**src/rtl/serial_rx_sipo_if.sv**
```systemverilog
// Serial receive link bundle: line input from the sender side, parallel word and status
// strobes toward the consumer.
interface serial_rx_sipo_if #(
    parameter int WIDTH = 8
);
    logic             rx;
    logic [WIDTH-1:0] data_out;
    logic             valid;
    logic             parity_err;
    logic             frame_err;
    logic             busy;

    modport master (
        output rx,
        input  data_out, valid, parity_err, frame_err, busy
    );

    modport slave (
        input  rx,
        output data_out, valid, parity_err, frame_err, busy
    );
endinterface

```
**src/rtl/serial_rx_sipo.sv**
```systemverilog
// Start/data(LSB-first)/even-parity/stop frame receiver; valid strobes one cycle after the stop sample.
// No backpressure: each completed word overwrites data_out and is flagged by a single valid pulse.
module serial_rx_sipo #(
    parameter int WIDTH        = 8,
    parameter int CLKS_PER_BIT = 4
) (
    input  logic             clk,
    input  logic             res,
    serial_rx_sipo_if.slave  bus
);
    localparam int HALF = CLKS_PER_BIT / 2;
    localparam int CW   = (CLKS_PER_BIT > 1) ? $clog2(CLKS_PER_BIT) : 1;
    localparam int IW   = $clog2(WIDTH + 1);

    localparam logic [CW-1:0] CNT_HALF = CW'(HALF - 1);
    localparam logic [CW-1:0] CNT_LAST = CW'(CLKS_PER_BIT - 1);
    localparam logic [IW-1:0] IDX_LAST = IW'(WIDTH - 1);

    typedef enum logic [2:0] {
        IDLE   = 3'd0,
        START  = 3'd1,
        DATA   = 3'd2,
        PARITY = 3'd3,
        STOP   = 3'd4,
        BREAK  = 3'd5
    } state_t;

    state_t           state_q, state_d;
    logic [CW-1:0]    cnt_q, cnt_d;
    logic [IW-1:0]    idx_q, idx_d;
    logic [WIDTH-1:0] shift_q, shift_d;
    logic [WIDTH-1:0] data_q, data_d;
    logic             perr_q, perr_d;
    logic             valid_q, valid_d;
    logic             par_err_q, par_err_d;
    logic             frm_err_q, frm_err_d;

    assign bus.data_out   = data_q;
    assign bus.valid      = valid_q;
    assign bus.parity_err = par_err_q;
    assign bus.frame_err  = frm_err_q;
    assign bus.busy       = (state_q != IDLE);

    always_ff @(posedge clk) begin
        if (res) begin
            state_q   <= IDLE;
            cnt_q     <= '0;
            idx_q     <= '0;
            shift_q   <= '0;
            data_q    <= '0;
            perr_q    <= 1'b0;
            valid_q   <= 1'b0;
            par_err_q <= 1'b0;
            frm_err_q <= 1'b0;
        end else begin
            state_q   <= state_d;
            cnt_q     <= cnt_d;
            idx_q     <= idx_d;
            shift_q   <= shift_d;
            data_q    <= data_d;
            perr_q    <= perr_d;
            valid_q   <= valid_d;
            par_err_q <= par_err_d;
            frm_err_q <= frm_err_d;
        end
    end

    always_comb begin
        state_d   = state_q;
        cnt_d     = cnt_q;
        idx_d     = idx_q;
        shift_d   = shift_q;
        data_d    = data_q;
        perr_d    = perr_q;
        valid_d   = 1'b0;
        par_err_d = 1'b0;
        frm_err_d = 1'b0;

        case (state_q)
            IDLE: begin
                if (!bus.rx) begin
                    state_d = START;
                    cnt_d   = '0;
                end
            end
            START: begin
                // Re-check the line mid start bit to reject single-cycle glitches.
                if (cnt_q == CNT_HALF) begin
                    cnt_d   = '0;
                    idx_d   = '0;
                    state_d = bus.rx ? IDLE : DATA;
                end else begin
                    cnt_d = cnt_q + 1'b1;
                end
            end
            DATA: begin
                if (cnt_q == CNT_LAST) begin
                    cnt_d = '0;
                    for (int i = 0; i < WIDTH; i++) begin
                        if (idx_q == IW'(i)) shift_d[i] = bus.rx;
                    end
                    if (idx_q == IDX_LAST) state_d = PARITY;
                    else                   idx_d   = idx_q + 1'b1;
                end else begin
                    cnt_d = cnt_q + 1'b1;
                end
            end
            PARITY: begin
                if (cnt_q == CNT_LAST) begin
                    cnt_d   = '0;
                    perr_d  = (^shift_q) ^ bus.rx;
                    state_d = STOP;
                end else begin
                    cnt_d = cnt_q + 1'b1;
                end
            end
            STOP: begin
                if (cnt_q == CNT_LAST) begin
                    cnt_d     = '0;
                    data_d    = shift_q;
                    valid_d   = 1'b1;
                    par_err_d = perr_q;
                    frm_err_d = ~bus.rx;
                    // A low stop bit means the line may be held in break; wait for it to rise.
                    state_d   = bus.rx ? IDLE : BREAK;
                end else begin
                    cnt_d = cnt_q + 1'b1;
                end
            end
            BREAK: begin
                if (bus.rx) state_d = IDLE;
            end
            default: state_d = IDLE;
        endcase
    end
endmodule

```
**src/flat_wrapper.sv**
```systemverilog
// flat-port wrapper written by rule: the top's interface ports become plain ports
module serial_rx_sipo_flat 
#(
    parameter int WIDTH        = 8,
    parameter int CLKS_PER_BIT = 4
)
  (clk, res, bus_rx, bus_data_out, bus_valid, bus_parity_err, bus_frame_err, bus_busy);
  serial_rx_sipo_if #(.WIDTH(WIDTH)) bus_i ();
  input  logic clk;
  input  logic res;
  input wire logic [$bits(bus_i.rx)-1:0] bus_rx;
  output wire logic [$bits(bus_i.data_out)-1:0] bus_data_out;
  output wire logic [$bits(bus_i.valid)-1:0] bus_valid;
  output wire logic [$bits(bus_i.parity_err)-1:0] bus_parity_err;
  output wire logic [$bits(bus_i.frame_err)-1:0] bus_frame_err;
  output wire logic [$bits(bus_i.busy)-1:0] bus_busy;
  assign bus_i.rx = bus_rx;
  assign bus_data_out = bus_i.data_out;
  assign bus_valid = bus_i.valid;
  assign bus_parity_err = bus_i.parity_err;
  assign bus_frame_err = bus_i.frame_err;
  assign bus_busy = bus_i.busy;
  serial_rx_sipo #(.WIDTH(WIDTH), .CLKS_PER_BIT(CLKS_PER_BIT)) u_core (.clk(clk), .res(res), .bus(bus_i));
endmodule
```
**config.mk**
```make
export PLATFORM = sky130hd
export DESIGN_NAME = serial_rx_sipo_flat
export DESIGN_NICKNAME = d
export VERILOG_FILES = /design/src/rtl/serial_rx_sipo_if.sv /design/src/rtl/serial_rx_sipo.sv /design/src/flat_wrapper.sv
export SDC_FILE = /design/constraint.sdc
export NUM_CORES = 1
export LEC_CHECK = 0
export CORE_AREA = 5 5 73 49
export DETAILED_ROUTE_END_ITERATION = 10
export DIE_AREA = 0 0 78 54
export GPL_TIMING_DRIVEN = 1
export HOLD_SLACK_MARGIN = 0.02
export PLACE_DENSITY = 0.81
export SYNTH_ARGS = -nofsm -noshare
export SYNTH_HDL_FRONTEND = slang
export SYNTH_SLANG_ARGS = --single-unit
```
**constraint.sdc**
```tcl
create_clock -name clk -period 1.8 [get_ports clk]
set_input_delay 0.36 -clock clk [delete_from_list [all_inputs] [get_ports clk]]
set_output_delay 0.36 -clock clk [all_outputs]
set_load 0.01 [all_outputs]
```
==> summary.txt, run 1 <==
Logic synthesis
  – Post-synth EDFFs: 0
  – Syn Inst Count: 175
  – Synthesis Warnings: 0
  – Seq cells post-synth: 29
  – Ys flop type: dfxtp_1
  – Post-synth cell types: 35
  – Asr flop ratio synth: 0%
  – Yosys top cell area share: 39.5%
  – Synthesized Nets: 185
  – Synth Area per Inst: 8.39 um2
  – Top post-synthesis cells by area: dfxtp_1 (40%), nand2_1 (7.2%), ha_1 (6.0%), a21oi_1 (5.5%), mux2i_1 (4.8%)
  – Netlist Area Pre-Place: 1470 um2
  – Register area share after synthesis: 39.5%
  – Biggest area consumer among synthesized cells: dfxtp_1

STA
  – F_max: 0.564 GHz
  – Layout Skew: 1.75 ps
  – Slew Viols, Final: 0
  – Setup WS post-layout: 26.6 ps
  – Worst Tran Pin Value: 472 ps
  – Period utilization: 98.5%
  – RSZ-0062 raised after global routing: true
  – Final Hold Viols: 0
  – Final setup viols: 0
  – Post-layout minimum cycle time: 1770 ps
  – Worst slew margin: 68.5%

CTS
  – Clk root buf: clkbuf_8
  – CTS H-tree depth: 2
  – CTS tree: yes
  – CTS Buf Count: 5
  – Clock Sinks: 29
  – Worst-Skew Late Latency: 290 ps
  – Reg clk slew, reported paths: 60 ps
  – Clk buf depth: 2

Final layout
  – Fill cell count: 256
  – Nets@finish: 206
  – Area growth, synth to finish: 26.7%
  – Commonest non-fill, non-tap cell in the layout: nand2_1
  – ANT cells: 0
  – Multi-input logic area: 852 um2
  – Sequential Area: 591 um2
  – Commonest cells after routing, fill and taps aside: nand2_1 (28), dfxtp_1 (25), a21oi_1 (16)
  – Layout cell share with drive strength beyond 1: 17.9%

Worst setup path
  – CP Capture Type: output port
  – Worst path slowest cell: clkdlybuf4s50_1
  – Crit Path Max Fanout: 10
  – Crit Path Class: reg -> out
  – Worst Path Arrival: 1410 ps
  – CP Launch Type: flip-flop
  – Largest delay share family, worst path: buffers and inverters
  – Worst path max stage delay: 520 ps
  – Worst Path Required: 1440 ps
  – Worst path cell trace: nor2_1 -> nand2_1 -> clkdlybuf4s50_1
  – WP buf/inv: 1

Place
  – Pre-CTS WS: 26.0 ps
  – DP HPWL: 2570 um
  – GP Congestion: 0.806
  – Buffers added on ports: 14

Routing
  – Drt first-iter violations: 148
  – Via density: 5.81
  – Total number of vias: 1348
  – TritonRoute pass-1 iters: 4
  – Routed Antenna Nets: 0
  – Detailed Route WL: 3880 um
  – Avg WL per Cell: 16.7 um
  – Number of remaining DRC errors: 0

GRT
  – Vias in the first global route: 1227
  – Initial antenna violation count: 0
  – Total GRT Usage: 18.7%
  – Gr ovfl total: 0
  – First-pass GRT wire length: 5890 um
  – Largest net degree at the start of global routing: 21

Outcome
  – Status: finished, final reports clean

Power and ir drop
  – Peak VDD IR: 0.432 mV
  – Leak Pwr: 0.687 nW
  – Total power: 1.37 mW
  – PwrDens: 733 nW/um2

Floorplanning
  – Die W: 78 um
  – Row Count: 16
  – Core Box Area: 2940 um2
  – Initial Util: 49.9%
  – IO Pins: 15
  – Die Area: 4210 um2
  – Die height: 54 um

Job
  – Max-capacitance violation count: 0

Min path
  – Hold Crit Class: reg -> reg
[cell usage after synthesis (all sizes together), types with 4 or more instances]
library cell / n
nor2: 13
dfxtp: 29
o21ai: 6
ha: 7
mux2i: 7
nor4b: 5
inv: 7
clkbuf: 10
nand2: 28
a21oi: 16
nand4b: 4
nand3: 5
buf: 4
[where the power goes]
| part | internal, mW | leakage, nW | switching, mW |
|---|---|---|---|
| Sequential | 0.652 | 0.236 | 0.0170 |
| Clock | 0.302 | 0.0443 | 0.242 |
| Combinational | 0.0684 | 0.406 | 0.0837 |
[per-layer routing]
metal / global-route usage (%) / routed length (um) / vias up
li1: - / - / 651
met1: 23.8 / 1810 / 663
met2: 29.2 / 1830 / 26
met3: 5.35 / 173 / 8
met4: 10.1 / 63 / 0
met5: 0 / 0 / -
[cell families after synthesis]
kind of cell             count (synthesis)  share of synthesized area, %
multiplexers                             7                          4.77
XOR/XNOR                                 6                          4.51
flip-flops                              29                          39.5
adder cells (fa/ha/maj)                  7                          5.96
buffers and inverters                   21                          5.96
AND/OR/NAND/NOR                         73                          26.4
AO/OA/AOI/OAI                           32                          12.9
[worst reg2reg max path: stages (launching register included)]
cell and delay (ps):
dfxtp_1 450, ha_4 210, nor3b_1 60, or3_1 440, or3_1 370, a21oi_1 120
[registers in the layout, indices dropped and copies added (netlist names)]
name	count
u_core.bus.parity_err	1
u_core.cnt_q	2
u_core.bus.frame_err	1
u_core.idx_q	4
u_core.state_q	3
u_core.bus.valid	1
u_core.bus.data_out	8
u_core.shift_q	8
u_core.perr_q	1
[path summary, 6_finish.rpt]
check | slack, ps | from | endpoint | depth (start not counted)
max | 30 | u_core.state_q[1] | bus_busy | 3
min | 450 | u_core.bus.data_out[2] | u_core.bus.data_out[2] | 2
max reg2reg | 70 | u_core.cnt_q[0] | u_core.state_q[0] | 5
min reg2reg | 450 | u_core.bus.data_out[2] | u_core.bus.data_out[2] | 2
[cell type report]
cell class	instances	share of cell area [%]
Multi-Input combinational cell	125	45.8
Sequential cell	29	31.7
Timing Repair Buffer	28	13.8
Clock buffer	7	4.64
Tap cell	36	2.42
Inverter	7	1.61
[what timing repair did]
item | in CTS | in global routing
setup endpoints to repair | 1 | 7
setup buffers | 0 | 6
hold buffers | 0 | 0
pin swaps | 0 | 1
cloned | 0 | 0
gates resized for setup | 5 | 11
[metrics by stage]
stage	TNS (ps)	hold WS [ps]	cells	util (%)	area (um2)
floorplan	0	452	175	-	1470
global placement	0	441	219	56.6	1670
detailed placement	0	447	219	56.6	1670
CTS	0	455	226	59.8	1760
global route	-15.5	468	232	63.3	1860
finish	0	451	232	63.3	1860
Power figures use the tool's default switching activity.
==> run 2: changes to the inputs <==
--- a/config.mk
+++ b/config.mk
@@ -5,6 +5,7 @@
 export SDC_FILE = /design/constraint.sdc
 export NUM_CORES = 1
 export LEC_CHECK = 0
+export ABC_CLOCK_PERIOD_IN_PS = 1800
 export CORE_AREA = 5 5 73 49
 export DETAILED_ROUTE_END_ITERATION = 10
 export DIE_AREA = 0 0 78 54
==> results of run 2 <==
Final layout, timing and power as in run 1 (identical DEF).
